$ cat config.mk
export PLATFORM = sky130hd
export DESIGN_NAME = ro_freq_meter
export DESIGN_NICKNAME = d
export VERILOG_FILES = /design/src/rtl/ro_freq_meter.sv
export SDC_FILE = /design/constraint.sdc
export NUM_CORES = 1
export LEC_CHECK = 0
export ABC_AREA = 1
export CORE_MARGIN = 4
export CORE_UTILIZATION = 28
export CTS_CLUSTER_SIZE = 28
export DETAILED_ROUTE_END_ITERATION = 12
export GPL_ROUTABILITY_DRIVEN = 0
export GPL_TIMING_DRIVEN = 1
export PLACE_DENSITY_LB_ADDON = 0.3
export SETUP_SLACK_MARGIN = 0.2
export SLEW_MARGIN = 20
export SYNTH_ARGS = -nofsm -noshare
export SYNTH_HDL_FRONTEND = slang
export SYNTH_SLANG_ARGS = --single-unit
$ cat constraint.sdc
create_clock -name clk -period 2 [get_ports clk]
set_clock_uncertainty 0.05 [all_clocks]
set_input_delay 0.2 -clock clk [delete_from_list [all_inputs] [get_ports clk]]
set_output_delay 0.2 -clock clk [all_outputs]
set_load 0.05 [all_outputs]
$ cat src/rtl/ro_freq_meter.sv
// Ring-oscillator frequency meter: counts synchronized rising edges of ro_in
// over a programmable window of clk cycles and publishes the count with a
// valid/ack handshake.
module ro_freq_meter #(
   parameter int unsigned SYNC_STAGES = 2,
   parameter int unsigned GATE_W      = 16,
   parameter int unsigned CNT_W       = 24
) (
   input  logic              clk,
   input  logic              rst_n,
   input  logic              ro_in,
   input  logic              start,
   input  logic [GATE_W-1:0] gate_len,
   output logic              busy,
   output logic [CNT_W-1:0]  result,
   output logic              result_valid,
   input  logic              result_ack,
   output logic              overflow
);

   // Fewer than two stages would not resolve metastability.
   localparam int unsigned SS = (SYNC_STAGES < 2) ? 2 : SYNC_STAGES;

   typedef enum logic [1:0] {StIdle, StArm, StCount, StDone} state_e;

   state_e            state_q, state_d;
   logic [SS-1:0]     sync_q;
   logic              hist_q;
   logic              rise;
   logic [GATE_W-1:0] gate_q, gate_d;
   logic [CNT_W-1:0]  edge_q, edge_d;
   logic              flag_q, flag_d;
   logic [CNT_W-1:0]  result_q, result_d;
   logic              ovf_q, ovf_d;
   logic              valid_q, valid_d;
   logic              publish;

   // Synchronizer chain plus history flop; runs continuously in every state.
   always_ff @(posedge clk or negedge rst_n) begin
      if (!rst_n) begin
         sync_q <= '0;
         hist_q <= 1'b0;
      end else begin
         sync_q <= {sync_q[SS-2:0], ro_in};
         hist_q <= sync_q[SS-1];
      end
   end

   assign rise = sync_q[SS-1] & ~hist_q;

   // State, window counters and published result registers.
   always_ff @(posedge clk or negedge rst_n) begin
      if (!rst_n) begin
         state_q  <= StIdle;
         gate_q   <= '0;
         edge_q   <= '0;
         flag_q   <= 1'b0;
         result_q <= '0;
         ovf_q    <= 1'b0;
         valid_q  <= 1'b0;
      end else begin
         state_q  <= state_d;
         gate_q   <= gate_d;
         edge_q   <= edge_d;
         flag_q   <= flag_d;
         result_q <= result_d;
         ovf_q    <= ovf_d;
         valid_q  <= valid_d;
      end
   end

   // Next-state logic: window sequencing, saturating edge count, handshake.
   always_comb begin
      state_d  = state_q;
      gate_d   = gate_q;
      edge_d   = edge_q;
      flag_d   = flag_q;
      result_d = result_q;
      ovf_d    = ovf_q;
      valid_d  = valid_q;
      publish  = 1'b0;

      unique case (state_q)
         StIdle: begin
            if (start) begin
               gate_d  = gate_len;
               edge_d  = '0;
               flag_d  = 1'b0;
               state_d = StArm;
            end
         end
         StArm: begin
            // Rises seen here are not counted; the history flop keeps tracking.
            if (gate_q != '0) begin
               state_d = StCount;
            end else begin
               state_d = StDone;
               publish = 1'b1;
            end
         end
         StCount: begin
            if (rise) begin
               if (&edge_q) begin
                  flag_d = 1'b1;
               end else begin
                  edge_d = edge_q + CNT_W'(1);
               end
            end
            gate_d = gate_q - GATE_W'(1);
            // Last window cycle: its rise is already folded into edge_d.
            if (gate_q == GATE_W'(1)) begin
               state_d = StDone;
               publish = 1'b1;
            end
         end
         StDone: begin
            if (result_ack && valid_q) begin
               valid_d = 1'b0;
               if (start) begin
                  gate_d  = gate_len;
                  edge_d  = '0;
                  flag_d  = 1'b0;
                  state_d = StArm;
               end else begin
                  state_d = StIdle;
               end
            end
         end
         default: begin
            state_d = StIdle;
         end
      endcase

      if (publish) begin
         result_d = edge_d;
         ovf_d    = flag_d;
         valid_d  = 1'b1;
      end
   end

   assign busy         = (state_q != StIdle);
   assign result       = result_q;
   assign overflow     = ovf_q;
   assign result_valid = valid_q;

endmodule

==> results.txt, run 1 <==
The clock latency of the later-clocked register in the worst-skew pair is 340 ps. The final hold violation count came out at 0. Once placement completed, the tool counted placed cells totaling 886.

The signed area change from the synthesized netlist to the final layout came out at 37.7%. The first-pass GRT wire length is 19900 um. The clock tree from TritonCTS is done.

The placed wire-length estimate after detailed placement is 8400 um. Entering global routing, the biggest net connects 44 pins. The number of top-level pins came out at 48. The dominant cell type by count on the critical path is nand2_1. The proportion of synthesized flip-flops having asynchronous set or reset came out at 100%.

The met2 demand-to-capacity share in global routing came out at 20.6%. Synthesis produced a netlist whose cell count is 611. The starting density of the core came out at 28.6%. The TritonCTS buffer count came out at 9. The maximum net fanout on the critical path came out at 5.

Internal power comes to 3.84 mW. The sequential fraction of design power came out at 31.7%. The worst setup path is of the flip-flop to flip-flop kind.

The remaining max-slew budget at the tightest pin came out at 64.4%. The signal on the critical path passes through buf_4 > nand3_1 > nor2_4 > nand2_1 > nor3_2 > nand4_1 > nand2_1 > nand2_1 > nand2_1 > nand2_1 > nand2_1 > nand2_1. Among all stages on the critical path, the largest delay is contributed by dfrtp_1. The run finished with clean final reports.

Setup violations remaining at the end of the flow were counted as 0. The static leakage power is 2.76 nW. In the post-synthesis netlist, the biggest area contributors are dfrtp_1 (41%), nand2_1 (19%), nand3_1 (6.0%). In the final layout, the share of cells above drive strength 1 is 21.2%. The clock sink count came out at 72. The final layout net count came out at 733.

The highest-utilization routing layer at the global route stage is met2. Broken down by cell family, the worst path's largest delay share belongs to simple AND/OR/NAND/NOR gates. The placed instances occupy a cell area of 5330 um2.

The post-synthesis instance area is 4370 um2. The count of input and output buffers is 47. The top cell types in the final layout, fill and taps aside, are nand2_1 (214), dfrtp_1 (70), inv_1 (50), nand3_1 (50), buf_4 (49). Setup repair after global routing could not meet its margin everywhere.

For the worst setup path, the data required time is 2180 ps. The commonest non-fill, non-tap cell in the layout is nand2_1. The average instance in the mapped netlist occupies 7.15 um2. For the pin with the worst max-slew slack, the measured transition is 533 ps.

The height of the die came out at 133 um. The share of synthesized area occupied by flip-flops and latches is 41.2%. The number of design rule violations left after detail routing is 0.

The number of rows created at floorplan came out at 45. Total power for the finished layout comes to 6.57 mW. The largest incremental delay on the critical path is 350 ps. The post-synthesis cell type count is 39. The most used flip-flop cell after synthesis is dfrtp_1. The final critical path takes up 91.2% of the cycle.

The clock passes through at most 2 buffers. The clock power share came out at 22.9%. The final design instance area without fill came out at 6020 um2.

The clock edge transition at the registers on the reported setup and hold paths came out at 60 ps. The total of warnings raised by yosys is 0. The region available for standard cell placement spans 15300 um2. The total die area is 17700 um2.

The first-iteration detailed-routing DRC count is 281. The number of iterations in the first detailed-routing pass is 4. For this run the aggregate overflow at the end of global routing stands at 0. Counting flops with a built-in enable in the synthesized netlist gives 0.

The H-tree level count is 3. Dividing the detail-routed via count by the number of cells gives 4.57. The die span in x is 133 um. The cell sitting at the root of the clock tree is a clkbuf_16. The number of inserted filler cells in the final layout came out at 1582. The number of cells in the finished layout apart from fillers came out at 920. STA classifies the critical path endpoint as a flip-flop. The share of Yosys cell area claimed by the top area cell type is 41.2%. The combinational cell fraction of total power is 45.4%. The share of total power consumed by net switching is 41.5%. The largest total area in the synthesized netlist belongs to dfrtp_1. The routed layout has 4208 vias. The number of slew-limit violations in the final report was 0. The count of antenna diodes in the layout is 0. Global routing used 13.6% of the available tracks. IR analysis of the VDD net gives a maximum drop of 0.507 mV.

The class of the worst hold path is input pin to async pin. Based on the critical path, the design can be clocked at up to 0.548 GHz. The smallest clock period supported by the final layout is computed as 1820 ps. For this run, global-route usage on met1 was measured as 19.2%. The net load switching power came out at 2.73 mW. Dividing total power by cell area gives a power density of 1090 nW/um2.

The initial antenna violation count came out at 0. The number of max-capacitance violations reported is 0. Dividing the detail-routed wire length by the instance count gives 13.5 um.

The final wirelength came out at 12400 um. The data arrival at the endpoint of the critical path came out at 2000 ps. Once detail routing completed, the nets flagged for antenna violations numbered 0. The net count after synthesis came out at 639. In this run, synthesis produced a sequential element count of 72. The number of global-route vias before repair came out at 3978. The met3 track demand over resource in global routing came out at 3.35%. Setup total negative slack on the finished layout was measured at 0 ps. The worst path buffer plus inverter count is 1. STA classifies the critical path startpoint as a flip-flop.
-- kinds of logic (layout without fill, tap and decap cells) --
logic type / Yosys count / after routing / share of synthesized area [%]
fa+ha+maj: 7 / 7 / 2.00
simple gates: 364 / 365 / 36.4
xor+xnor: 14 / 14 / 2.81
flops: 72 / 72 / 41.2
compound gates: 71 / 71 / 9.22
buf+inv: 83 / 180 / 8.36
-- per-stage QoR --
stage	utilization (%)	worst slack [ps]	hold slack (ps)
after floorplan	-	206	-146
after global placement	34.9	107	116
after detailed placement	34.9	53.0	127
after CTS	37.5	164	295
after global routing	39.4	7.62	294
final	39.4	175	287
-- flip-flops by register name, summed over array words and instances, names as in the netlist --
register / cells
result_valid: 1
flag_q: 1
hist_q: 1
gate_q: 16
overflow: 1
edge_q: 24
result: 24
sync_q: 2
state_q: 2
-- repair_timing --
item / 4_1_cts / 5_1_grt
resized for setup: 26 / 51
endpoints found under the setup margin: 56 / 69
gates cloned: 0 / 4
buffers inserted: 4 / 10
hold buffers: 1 / 0
pin swaps: 7 / 18
endpoints found under the hold margin: 29 / 0
-- layout make-up --
type / instances / area (um2) / share of cell area [%]
Clock buffer: 12 / 256 / 4.26
Clock inverter: 3 / 17.5 / 0.291
Timing Repair Buffer: 106 / 1040 / 17.2
Multi-Input combinational cell: 457 / 2410 / 40.0
Tap cell: 211 / 264 / 4.39
Sequential cell: 72 / 1800 / 30.0
Inverter: 59 / 230 / 3.83
-- worst register-to-register path: cells and delay by family (launching register included) --
kind | cells | cell delay (ps)
flops | 1 | 350
simple gates | 11 | 1200
buf+inv | 1 | 120
-- worst paths after layout --
check | start | end | slack (ps) | cells past startpoint
max | edge_q[1] | result[17] | 180 | 12
min | rst_n | edge_q[12] | 290 | 2
max reg2reg | edge_q[1] | result[17] | 180 | 12
min reg2reg | sync_q[0] | sync_q[1] | 300 | 0
max in group asynchronous | rst_n | gate_q[2] | 1010 | 3
min in group clk | ro_in | sync_q[0] | 290 | 1
-- Yosys cell counts (6+ instances only) --
cell,instances
nand2_1,222
dfrtp_1,72
inv_1,54
nand3_1,52
nor2_1,39
o21ai_0,35
xor2_1,14
nand4_1,13
a21oi_1,12
clkbuf_1,10
nand2_2,8
nor2_2,8
buf_2,7
ha_1,7
buf_6,6
nor3_1,6
o21ai_1,6
-- power groups by stage --
stage          Combinational (mW)  Clock, mW  Sequential, mW
2_1_floorplan                1.73          0            2.05
6_report                     2.98       1.51            2.08
4_1_cts                      2.79       1.56            2.05
5_1_grt                      3.35       1.61            2.13
3_3_place_gp                 2.69          0            2.07
3_5_place_dp                 2.71          0            2.06
-- per-layer routing --
metal  part of all wire [%]  routed length, um
met5                      0                  0
met4                    1.1                136
met3                    4.8                591
met2                     45               5530
met1                     49               6130
(Power assumes the default switching activity.)
==> run 2: changes to the inputs <==
--- a/config.mk
+++ b/config.mk
@@ -18,3 +18,4 @@
 export SYNTH_ARGS = -nofsm -noshare
 export SYNTH_HDL_FRONTEND = slang
 export SYNTH_SLANG_ARGS = --single-unit
+export TNS_END_PERCENT = 100
==> results of run 2 <==
The final DEF is identical to that of run 1; final timing and power are the same.
==> run 3: changes to the inputs <==
--- a/config.mk
+++ b/config.mk
@@ -6,6 +6,7 @@
 export NUM_CORES = 1
 export LEC_CHECK = 0
 export ABC_AREA = 1
+export CAP_MARGIN = 10
 export CORE_MARGIN = 4
 export CORE_UTILIZATION = 28
 export CTS_CLUSTER_SIZE = 28
@@ -14,7 +15,7 @@
 export GPL_TIMING_DRIVEN = 1
 export PLACE_DENSITY_LB_ADDON = 0.3
 export SETUP_SLACK_MARGIN = 0.2
-export SLEW_MARGIN = 20
+export SLEW_MARGIN = 30
 export SYNTH_ARGS = -nofsm -noshare
 export SYNTH_HDL_FRONTEND = slang
 export SYNTH_SLANG_ARGS = --single-unit
==> results of run 3 <==
The final DEF is identical to that of run 1; final timing and power are the same.
